[src/rtl/dmem_arb_pkg.sv]
// Shared types and default bus widths for the data-memory arbiter.
package dmem_arb_pkg;

  localparam int DMEM_ADDR_W = 12;
  localparam int DMEM_DATA_W = 32;
  localparam int WAIT_CNT_W  = 4;

  typedef enum logic [1:0] {
    OWN_NONE = 2'd0,
    OWN_CPU  = 2'd1,
    OWN_AUX  = 2'd2
  } owner_t;

endpackage

[src/rtl/dmem_arbiter_starve_counter.sv]
// Saturating up-counter with synchronous clear; counts consecutive denied
// aux-request cycles.
module starve_counter #(
  parameter int WIDTH = 4
) (
  input  logic             clock,
  input  logic             reset,
  input  logic             inc,
  input  logic             clr,
  output logic [WIDTH-1:0] wait_cnt
);

  always_ff @(posedge clock or posedge reset) begin
    if (reset) begin
      wait_cnt <= '0;
    end else if (clr) begin
      wait_cnt <= '0;
    end else if (inc && (wait_cnt != '1)) begin
      wait_cnt <= wait_cnt + WIDTH'(1);
    end
  end

endmodule

[src/rtl/dmem_arbiter.sv]
// Shares the single-port dmem between the processor (fixed priority) and an
// aux master, with a starvation bound and owner-tagged read return.
module dmem_arbiter
  import dmem_arb_pkg::*;
#(
  parameter int ADDR_W   = DMEM_ADDR_W,
  parameter int DATA_W   = DMEM_DATA_W,
  parameter int MAX_WAIT = 4
) (
  input  logic              clock,
  input  logic              reset,
  input  logic              cpu_req,
  input  logic              cpu_we,
  input  logic [ADDR_W-1:0] cpu_addr,
  input  logic [DATA_W-1:0] cpu_wdata,
  output logic              cpu_gnt,
  output logic              cpu_stall,
  output logic              cpu_rvalid,
  output logic [DATA_W-1:0] cpu_rdata,
  input  logic              aux_req,
  input  logic              aux_we,
  input  logic [ADDR_W-1:0] aux_addr,
  input  logic [DATA_W-1:0] aux_wdata,
  output logic              aux_gnt,
  output logic              aux_rvalid,
  output logic [DATA_W-1:0] aux_rdata,
  output logic [ADDR_W-1:0] mem_address,
  output logic [DATA_W-1:0] mem_data,
  output logic              mem_wren,
  input  logic [DATA_W-1:0] mem_q
);

  logic [WAIT_CNT_W-1:0] wait_cnt;
  logic                  force_aux;
  logic                  aux_denied;
  owner_t                owner_q;
  owner_t                owner_d;

  starve_counter #(.WIDTH(WAIT_CNT_W)) u_starve (
    .clock    (clock),
    .reset    (reset),
    .inc      (aux_denied),
    .clr      (~aux_denied),
    .wait_cnt (wait_cnt)
  );

  // Grants are masked by reset so nothing reaches dmem while reset is high.
  assign force_aux  = aux_req & (wait_cnt >= WAIT_CNT_W'(MAX_WAIT));
  assign aux_gnt    = ~reset & aux_req & (~cpu_req | force_aux);
  assign cpu_gnt    = ~reset & cpu_req & ~aux_gnt;
  assign cpu_stall  = ~reset & cpu_req & ~cpu_gnt;
  assign aux_denied = aux_req & ~aux_gnt;

  always_comb begin
    mem_address = '0;
    mem_data    = '0;
    mem_wren    = 1'b0;
    if (cpu_gnt) begin
      mem_address = cpu_addr;
      mem_data    = cpu_wdata;
      mem_wren    = cpu_we;
    end else if (aux_gnt) begin
      mem_address = aux_addr;
      mem_data    = aux_wdata;
      mem_wren    = aux_we;
    end
  end

  always_comb begin
    owner_d = OWN_NONE;
    if (cpu_gnt && !cpu_we) begin
      owner_d = OWN_CPU;
    end else if (aux_gnt && !aux_we) begin
      owner_d = OWN_AUX;
    end
  end

  always_ff @(posedge clock or posedge reset) begin
    if (reset) begin
      owner_q <= OWN_NONE;
    end else begin
      owner_q <= owner_d;
    end
  end

  assign cpu_rvalid = (owner_q == OWN_CPU);
  assign aux_rvalid = (owner_q == OWN_AUX);
  assign cpu_rdata  = cpu_rvalid ? mem_q : '0;
  assign aux_rdata  = aux_rvalid ? mem_q : '0;

endmodule

[config.mk]
export PLATFORM = sky130hd
export DESIGN_NAME = dmem_arbiter
export DESIGN_NICKNAME = d
export VERILOG_FILES = /design/src/rtl/dmem_arb_pkg.sv /design/src/rtl/dmem_arbiter_starve_counter.sv /design/src/rtl/dmem_arbiter.sv
export SDC_FILE = /design/constraint.sdc
export NUM_CORES = 1
export LEC_CHECK = 0
export ABC_AREA = 1
export BUFFER_PORTS_ARGS = -buffer_cell sky130_fd_sc_hd__buf_4
export CORE_AREA = 2 2 92 94
export DETAILED_ROUTE_END_ITERATION = 16
export DIE_AREA = 0 0 94 96
export GPL_TIMING_DRIVEN = 0
export PLACE_DENSITY = 0.54
export SETUP_SLACK_MARGIN = 0.2
export SYNTH_ARGS = -nofsm -noshare
export SYNTH_HDL_FRONTEND = slang
export SYNTH_SLANG_ARGS = --single-unit
[constraint.sdc]
create_clock -name clock -period 3.7 [get_ports clock]
set_clock_uncertainty 0.2 [all_clocks]
set_input_delay 0.74 -clock clock [delete_from_list [all_inputs] [get_ports clock]]
set_output_delay 0.74 -clock clock [all_outputs]
set_load 0.01 [all_outputs]
==> results of run 1 <==
==> metal layers <==
layer / up-vias / routed length [um] / part of all wire, %
met2: 150 / 4460 / 53
met4: 0 / 97 / 1.2
li1: 1429 / - / -
met3: 9 / 701 / 8.4
met5: - / 0 / 0
met1: 1213 / 3130 / 37
==> state kept, by name, summed over array words and instances (netlist names) <==
register           flops
u_starve.wait_cnt      4
owner_q                2
==> through the flow <==
step                hold slack (ps)  util, %  power [mW]
floorplan                       339        -       0.201
global placement                372     42.6       0.402
detailed placement              384     42.6       0.405
CTS                             274     43.1       0.505
global route                    289     43.1       0.539
finish                          266     43.1       0.500
==> worst max path at each step <==
stage / from / to / cells after the start
global route: reset / mem_data[7] / 8
floorplan: reset / mem_data[7] / 6
detailed placement: reset / mem_data[16] / 8
global placement: reset / mem_data[16] / 8
CTS: reset / mem_data[16] / 8
finish: reset / mem_data[16] / 8
==> critical path, delay by kind of cell <==
kind | cells | cell delay (ps)
buffers and inverters | 5 | 950
AND/OR/NAND/NOR | 3 | 280
==> power by group <==
group	switching, mW	internal, mW
clock	0.0277	0.0698
combinational	0.151	0.178
sequential	0.00312	0.0694
==> cell families after synthesis <==
kind of cell / count (synthesis) / synth area share, %
adder cells (fa/ha/maj): 1 / 0.830
AO/OA/AOI/OAI: 1 / 0.332
buffers and inverters: 68 / 19.0
flip-flops: 6 / 9.97
AND/OR/NAND/NOR: 228 / 69.9
==> placed cells by master (no fill, tap or decap), drive strengths merged <==
cell	instances
nor2	76
buf	254
o21ai	1
inv	45
nand2	57
nand4	2
clkbuf	11
dfrtp	6
nand3	93
ha	1
==> area by class of cell <==
| cell class | count | share of cell area (%) |
|---|---|---|
| clock buffer | 3 | 1.19 |
| buffer | 23 | 3.39 |
| tap | 105 | 3.78 |
| sequential | 6 | 4.32 |
| timing repair buffer | 239 | 51.7 |
| inverter | 45 | 4.86 |
| multi-input combinational | 230 | 30.8 |
==> results.md, run 1 <==
* Outcome: complete, no violations
* First-pass GRT wire length at 12100 um
* Clk slew on worst S/H paths at 40 ps
* Global route hottest layer: met2
* CTS Buf Count at 3
* Period utilization at 78.9%
* Ys async rst share at 100%
* Lkg Pwr at 2.23 nW
* Buffers on Ports at 239
* Final instance area at 3470 um2
* Die H at 96 um
* Max Slew Vio Count at 0
* DR vias at 2801
* Hold buffer count at cts at 0
* Max-Cap Viols at 0
* DRT Pass-1 Iters at 4
* DRT Wirelength at 8390 um
* DRC at 0
* GR Layer Usage met2 at 32.9%
* 1st-iter DRT viols at 99
* Register area at 150 um2
* H-tree Lvls at 1
* Synth Warn # at 0
* Slowest stage delay, CP at 310 ps
* Number of synthesized register bits at 6
* Largest cells by area after synthesis: nand3_1, nor2_1, nand2_1
* Later-pin clock latency in the skew report at 220 ps
* Initial antenna violation count at 0
* Type of the tightest min-delay check: input port to asynchronous set/reset pin
* Global-route usage over all layers at 16.4%
* Core area at 8050 um2
* Worst slack, placed at 749 ps
* Avg Cell Area, Syn at 4.96 um2
* Post-cts sizing count at 0
* Slew headroom at 68.3%
* Cells after DPL at 648
* Starting Density at 18.7%
* CP Capture Type: output port
* Maximum VDD drop at 0.0805 mV
* IO Pins at 240
* Avg Vias per Cell at 4.30
* Primary FF master, synth: dfrtp_1
* Hold Vio Cnt, Final at 0
* Setup Viol. Count Final at 0
* Total die area at 9020 um2
* Die X at 94 um
* Crit Path Max Fanout at 10
* Synthesized Nets at 431
* RePlAce Congestion at 0.736
* CTS Buffer Depth at 2
* Area Growth Syn to Fin at 131%
* Critical path type: input port to output port
* Critical R2R Launch: u_starve.wait_cnt[2]$_DFFE_PP0P_
* Vias in the first global route at 2634
* Slowest CP cell: buf_2
* Area fraction of the dominant cell type after synthesis at 27.6%
* Post-DP HPWL at 7140 um
* Cell with the most instances after synthesis: nand3_1
* Area leader, netlist: nand3_1
* Avg WL per Cell at 12.9 um
* Cell row count at 33
* Placed inst area at 3430 um2
* Tmin final at 2920 ps
* Worst Path Required at 2760 ps
* Reg2reg setup slack at 2210 ps
* Met1 Usage GRT at 17.9%
* Sequence of cells on the critical path: buf_4 -> inv_1 -> nand2_1 -> inv_2 -> buf_2 -> nand3_2 -> nand2_1 -> buf_4
* Clk sink count at 6
* ANT nets after route at 0
* Post-synth EDFFs at 0
* Synthesized area at 1510 um2
* Clk root buf: clkbuf_8
* Syn Inst Count at 304
* Synth top cells by count: nand3_1, nor2_1, nand2_1, inv_1, buf_2
* Multi-input logic area at 1070 um2
* Final non-filler cell total at 651
* Final TNS setup at 0 ps
* Reg-to-Reg End: u_starve.wait_cnt[3]$_DFFE_PP0P_
* Worst-margin pin slew at 476 ps
* Unrepaired setup endpoints after global routing: false
* Final nets at 675
* Final Worst Setup Slack at 781 ps
* Antenna Cells at 0
* Met3 usage at 3.13%
* Share of layout cells above drive strength 1 at 49.8%
* Congestion Overflow GR at 0
* CTS tree: done
* Sequential fraction of the synthesis area at 9.97%
* Critical path launch point type: input port
* Filler instances at 892
* Arrival time worst endpoint at 1980 ps
* Synth unique cells at 16
* Cell Pwr Density at 144 nW/um2
* Largest net degree at the start of global routing at 11
* F_max at 343 MHz
* Post-CTS Setup Inserts at 0
* Worst R2R Path Depth at 6
(Power assumes the default switching activity.)
==> run 2, diff against run 1 <==
--- a/config.mk
+++ b/config.mk
@@ -11,7 +11,7 @@
 export DETAILED_ROUTE_END_ITERATION = 16
 export DIE_AREA = 0 0 94 96
 export GPL_TIMING_DRIVEN = 0
-export PLACE_DENSITY = 0.54
+export PLACE_DENSITY = 0.56
 export SETUP_SLACK_MARGIN = 0.2
 export SYNTH_ARGS = -nofsm -noshare
 export SYNTH_HDL_FRONTEND = slang
==> constraint.sdc (replaced) <==
create_clock -name clock -period 2.4 [get_ports clock]
set_clock_uncertainty 0.2 [all_clocks]
set_input_delay 0.48 -clock clock [delete_from_list [all_inputs] [get_ports clock]]
set_output_delay 0.48 -clock clock [all_outputs]
set_load 0.01 [all_outputs]
==> run 2 against run 1 <==
Against the previous run:
- hold slack got worse by 44 ps
- register-to-register slack got worse by 1300 ps
- first-iteration DRC count fell by 30%
- count of clock-buffer cells in the layout did not move
- final cell count rose by 1.8%
- non-clock buffer count rose by 12
- core utilization rose by 2.7 points
- global-route usage fell by 0.16 points
==> results.md, run 2 (synthesized netlist as in run 1, its figures left out) <==
* Starting Density at 18.7% (unchanged)
* Share of layout cells above drive strength 1 at 53.2% (was 49.8%)
* Clk root buf: clkbuf_8 (unchanged)
* Outcome: complete, no violations (unchanged)
* Type of the tightest min-delay check: input port to flop (was input port to asynchronous set/reset pin)
* Later-pin clock latency in the skew report at 220 ps (about the same)
* CP Capture Type: output port (unchanged)
* Lkg Pwr at 2.33 nW (was 2.23 nW)
* Cell row count at 33 (unchanged)
* Arrival time worst endpoint at 1450 ps (was 1980 ps)
* Area Growth Syn to Fin at 145% (was 131%)
* H-tree Lvls at 1 (unchanged)
* Vias in the first global route at 2487 (was 2634)
* ANT nets after route at 0 (unchanged)
* Initial antenna violation count at 0 (unchanged)
* Die H at 96 um (unchanged)
* Top flop regs: u_starve.wait_cnt: 4 flops, owner_q: 2 flops (unchanged)
* Hold Vio Cnt, Final at 0 (unchanged)
* Clk sink count at 6 (unchanged)
* DRC at 0 (unchanged)
* 1st-iter DRT viols at 69 (was 99)
* Clk slew on worst S/H paths at 30 ps (was 40 ps)
* Setup Viol. Count Final at 0 (unchanged)
* Reg with most FFs: u_starve.wait_cnt (unchanged)
* Max-Cap Viols at 0 (unchanged)
* RePlAce Congestion at 0.745 (was 0.736)
* Utilization after layout at 45.8% (was 43.1%)
* F_max at 470 MHz
* Maximum VDD drop at 0.115 mV (was 0.0805 mV)
* Avg Vias per Cell at 4.33 (was 4.30)
* CTS Buffer Depth at 2 (unchanged)
* Max Slew Vio Count at 0 (unchanged)
* Most frequent cells in the layout: buf_4, nand3_1, nor2_1, nand2_1, inv_1 (unchanged)
* IO Pins at 240 (unchanged)
* Die X at 94 um (unchanged)
* DRT Pass-1 Iters at 4 (unchanged)
* Unrepaired setup endpoints after global routing: true (was false)
* Total die area at 9020 um2 (unchanged)
* Max FFs per register at 4 (unchanged)
* DR vias at 2870 (was 2801)
* CTS Buf Count at 3 (unchanged)
* Worst-margin pin slew at 454 ps (was 476 ps)
* Cell Pwr Density at 220 nW/um2 (was 144 nW/um2)
* Leading cell type in the layout, fill and taps excluded: buf_4 (unchanged)
* Worst Path Required at 1720 ps (was 2760 ps)
* Global-route usage over all layers at 16.2% (was 16.4%)
* Congestion Overflow GR at 0 (unchanged)
* Buffers on Ports at 239 (unchanged)
* CTS tree: done (unchanged)
* Critical path launch point type: input port (unchanged)
* Largest net degree at the start of global routing at 11 (unchanged)
* Core area at 8050 um2 (unchanged)
* Slew headroom at 69.7% (was 68.3%)
* Post-DP HPWL at 6860 um (was 7140 um)
* Final nets at 687 (was 675)
* Tmin final at 2130 ps
* Period utilization at 88.7%
* First-pass GRT wire length at 11900 um (was 12100 um)
* Antenna Cells at 0 (unchanged)
* Avg WL per Cell at 12.8 um (was 12.9 um)
* Final TNS setup at 0 ps (unchanged)
* DRT Wirelength at 8470 um (was 8390 um)
* Crit Path Max Fanout at 10 (unchanged)
* Critical path type: input port to output port (unchanged)
[run 2: final cells by class]
type                    count  area (um2)
plain buffers              23         184
inverters                  45         175
well taps                 105         131
fillers                   853        4360
flip-flops and latches      6         153
clock buffers               3        41.3
repair buffers            251        1920
multi-input cells         230        1080
[run 2: worst max-delay path, cell delays in order]
cell,delay [ps]
buf_4,90
inv_2,40
nor2_4,160
buf_4,160
buf_2,210
nand3_1,100
nand2_1,80
buf_4,120
[run 2: worst paths after layout]
kind | start | end | slack [ps] | cells past startpoint
max reg2reg | u_starve.wait_cnt[3]$_DFFE_PP0P_ | u_starve.wait_cnt[3]$_DFFE_PP0P_ | 940 | 7
min | cpu_we | owner_q[0]$_DFF_PP0_ | 220 | 2
max | aux_req | mem_data[13] | 270 | 8
max in group asynchronous | reset | u_starve.wait_cnt[3]$_DFFE_PP0P_ | 1190 | 3
min in group asynchronous | reset | u_starve.wait_cnt[1]$_DFFE_PP0P_ | 570 | 3
min reg2reg | u_starve.wait_cnt[0]$_DFFE_PP0P_ | u_starve.wait_cnt[0]$_DFFE_PP0P_ | 390 | 3
[run 2: through the flow]
step	cells	area (um2)	worst slack (ps)	hold slack, ps	power [mW]
4_1_cts	662	3650	206	220	0.811
3_3_place_gp	648	3430	-12.2	243	0.619
6_report	663	3690	271	222	0.810
3_5_place_dp	648	3430	-40.0	246	0.624
2_1_floorplan	304	1510	424	79.1	0.309
5_1_grt	663	3690	181	222	0.873
[run 2: per-layer routing]
metal | vias up | part of all wire, % | track usage (%)
met2 | 166 | 54 | 31.2
met1 | 1246 | 36 | 18.4
met3 | 6 | 10 | 3.84
met5 | - | 0 | 0
li1 | 1452 | - | -
met4 | 0 | 0.67 | 2.78
[run 2: repair_timing]
item	CTS	global route
gates resized for setup	24	26
endpoints found under the setup margin	40	75
setup buffers	9	1
hold buffers	1	0
gates cloned	1	0
pin swaps	3	4
hold endpoints to repair	6	0
[run 2: power breakdown]
group          switching [mW]  leakage, nW  internal, mW
Clock                  0.0429       0.0216         0.108
Combinational           0.242         2.23         0.306
Sequential            0.00468       0.0777         0.107
Total                   0.290         2.33         0.520
==> run 3, diff against run 2 <==
--- a/config.mk
+++ b/config.mk
@@ -11,7 +11,7 @@
 export DETAILED_ROUTE_END_ITERATION = 16
 export DIE_AREA = 0 0 94 96
 export GPL_TIMING_DRIVEN = 0
-export PLACE_DENSITY = 0.56
+export PLACE_DENSITY_LB_ADDON = 0.2
 export SETUP_SLACK_MARGIN = 0.2
 export SYNTH_ARGS = -nofsm -noshare
 export SYNTH_HDL_FRONTEND = slang
==> run 3 against run 2 <==
Against the previous run:
- cell area is 3.3% higher
- routed wire length shrank 0.22%
- flip-flop and latch count is the same
- combinational power up 4.4%
- via count is 0.52% higher
- count of clock-buffer cells in the layout is the same
- final cell count increased by 0.30%
- register-to-register slack about the same
==> results.md, run 3 (synthesized netlist as in run 1, its figures left out) <==
* Slowest stage delay, CP at 150 ps (was 210 ps)
* Sw Ratio at 35.4% (was 35.8%)
* Cell row count at 33 (unchanged)
* Cell family with most CP delay: buffers and inverters (unchanged)
* Total die area at 9020 um2 (unchanged)
* Clk root buf: clkbuf_8 (unchanged)
* Area Growth Syn to Fin at 153% (was 145%)
* Vias in the first global route at 2576 (was 2487)
* Worst-margin pin slew at 414 ps (was 454 ps)
* Clk network pwr share at 17.7% (was 18.6%)
* Sequence of cells on the critical path: buf_4 -> nor2_4 -> buf_12 -> nand2_8 -> buf_8 -> clkbuf_16 -> nand3_2 -> nand2_1 -> buf_4 (was buf_4 -> inv_2 -> nor2_4 -> buf_4 -> buf_2 -> nand3_1 -> nand2_1 -> buf_4)
* DR vias at 2885 (was 2870)
* Top flop regs: u_starve.wait_cnt: 4 flops, owner_q: 2 flops (unchanged)
* Final non-filler cell total at 665 (was 663)
* Crit Path Max Fanout at 6 (was 10)
* Pwr Total at 830 uW (was 810 uW)
* Period utilization at 90.2% (was 88.7%)
* Cell depth of the worst setup path at 9 (was 8)
* Slew headroom at 72.4% (was 69.7%)
* Outcome: complete, no violations (unchanged)
* Final Worst Setup Slack at 235 ps (was 271 ps)
* Final TNS setup at 0 ps (unchanged)
* H-tree Lvls at 1 (unchanged)
* Combinational fraction of design power at 68.9% (was 67.6%)
* Avg WL per Cell at 12.7 um (was 12.8 um)
* Max Slew Vio Count at 0 (unchanged)
* P_sw at 294 uW (was 290 uW)
* Placed inst area at 3430 um2 (unchanged)
* Core area at 8050 um2 (unchanged)
* Post-DP HPWL at 6910 um (was 6860 um)
* CTS tree: done (unchanged)
* RePlAce Congestion at 0.730 (was 0.745)
* Worst R2R Path Depth at 7 (unchanged)
* CTS Buf Count at 3 (unchanged)
* DRT Wirelength at 8460 um (was 8470 um)
* Starting Density at 18.7% (unchanged)
* Maximum VDD drop at 0.121 mV (was 0.115 mV)
* Cells after DPL at 648 (unchanged)
* Most frequent cells in the layout: buf_4, nand3_1, nor2_1, nand2_1, inv_1 (unchanged)
* Buffers on Ports at 239 (unchanged)
* Reg power frac at 13.5% (was 13.8%)
* Final nets at 689 (was 687)
* Worst hold stages at 2 (unchanged)
* Setup Viol. Count Final at 0 (unchanged)
* Most used cell, CP: buf_4 (unchanged)
* Congestion Overflow GR at 0 (unchanged)
* CP Capture Type: output port (unchanged)
* DRC at 0 (unchanged)
* Max FFs per register at 4 (unchanged)
* Later-pin clock latency in the skew report at 220 ps (about the same)
* IO Pins at 240 (unchanged)
* Die X at 94 um (unchanged)
* Slowest CP cell: clkbuf_16 (was buf_2)
* Cell internal pwr at 536 uW (was 520 uW)
* Fin Hold WS at 224 ps (was 222 ps)
* Leading cell type in the layout, fill and taps excluded: buf_4 (unchanged)
* ANT nets after route at 0 (unchanged)
* Largest net degree at the start of global routing at 11 (unchanged)
* Worst Path Required at 1720 ps (about the same)
* Type of the tightest min-delay check: input port to flop (unchanged)
* Initial antenna violation count at 0 (unchanged)
* Die H at 96 um (unchanged)
* Antenna Cells at 0 (unchanged)
* Final instance area at 3810 um2 (was 3690 um2)
* Reg with most FFs: u_starve.wait_cnt (unchanged)
* Worst slack, placed at -43.3 ps (was -40.0 ps)
* Critical path buffers and inverters at 5 (unchanged)
* First-pass GRT wire length at 11800 um (was 11900 um)
* F_max at 462 MHz (was 470 MHz)
* Hold Vio Cnt, Final at 0 (unchanged)
* Critical path launch point type: input port (unchanged)
* Global-route usage over all layers at 16.2% (about the same)
* Share of layout cells above drive strength 1 at 53.8% (was 53.2%)
* Unrepaired setup endpoints after global routing: true (unchanged)
* Reg2reg setup slack at 940 ps (about the same)
* 1st-iter DRT viols at 57 (was 69)
* Lkg Pwr at 2.36 nW (was 2.33 nW)
* Max-Cap Viols at 0 (unchanged)
* Utilization after layout at 47.3% (was 45.8%)
* Clk slew on worst S/H paths at 30 ps (about the same)
* Avg Vias per Cell at 4.34 (was 4.33)
* Clk sink count at 6 (unchanged)
* Critical path type: input port to output port (unchanged)
* CTS Buffer Depth at 2 (unchanged)
* Cell Pwr Density at 218 nW/um2 (was 220 nW/um2)
* DRT Pass-1 Iters at 4 (unchanged)
* Tmin final at 2160 ps (was 2130 ps)
* Arrival time worst endpoint at 1480 ps (was 1450 ps)
-- run 3: cell types whose count changed in the layout (fill, tap and decap cells not counted), sizes merged --
cell | previous run | this run
clkbuf | 10 | 15
buf | 266 | 263
-- run 3: worst paths after layout --
kind,start,end
worst max-delay path,reset,mem_data[12]
worst min-delay path,aux_we,owner_q[1]$_DFF_PP0_
worst max register to register,u_starve.wait_cnt[2]$_DFFE_PP0P_,u_starve.wait_cnt[1]$_DFFE_PP0P_
worst min register to register,u_starve.wait_cnt[0]$_DFFE_PP0P_,u_starve.wait_cnt[0]$_DFFE_PP0P_
max in group asynchronous,reset,u_starve.wait_cnt[2]$_DFFE_PP0P_
min in group asynchronous,reset,owner_q[0]$_DFF_PP0_
-- run 3: layout make-up --
cell class	count	area, um2
fill	853	4240
timing repair buffer	253	2020
multi-input combinational	230	1120
inverter	45	175
buffer	23	173
sequential	6	151
tap	105	131
clock buffer	3	41.3
-- run 3: metal layers --
| metal | global-route usage, % | wire length (um) |
|---|---|---|
| met5 | 0 | 0 |
| met4 | 2.90 | 34 |
| met3 | 3.45 | 840 |
| met2 | 34.2 | 4770 |
| met1 | 16.0 | 2810 |
-- run 3: power groups by stage --
stage	clock [mW]	combinational [mW]	sequential, mW
final	0.147	0.572	0.112
after global routing	0.159	0.621	0.112
after CTS	0.152	0.533	0.112
after detailed placement	0	0.512	0.113
after global placement	0	0.506	0.113
after floorplan	0	0.197	0.112
-- run 3: repair_timing --
item	in CTS	in global routing
pin swaps	3	6
hold buffers	1	0
setup buffers	4	6
hold endpoints to repair	6	0
resized for setup	13	41
setup endpoints to repair	40	74
gates cloned	0	3
-- run 3: worst register-to-register path, cell delays in order (launching register included) --
cell and delay (ps):
dfrtp_2 420, nor2_4 130, nand2_4 100, nand2_8 100
buf_12 100, clkbuf_16 130, nand2_1 90, nor2_1 120
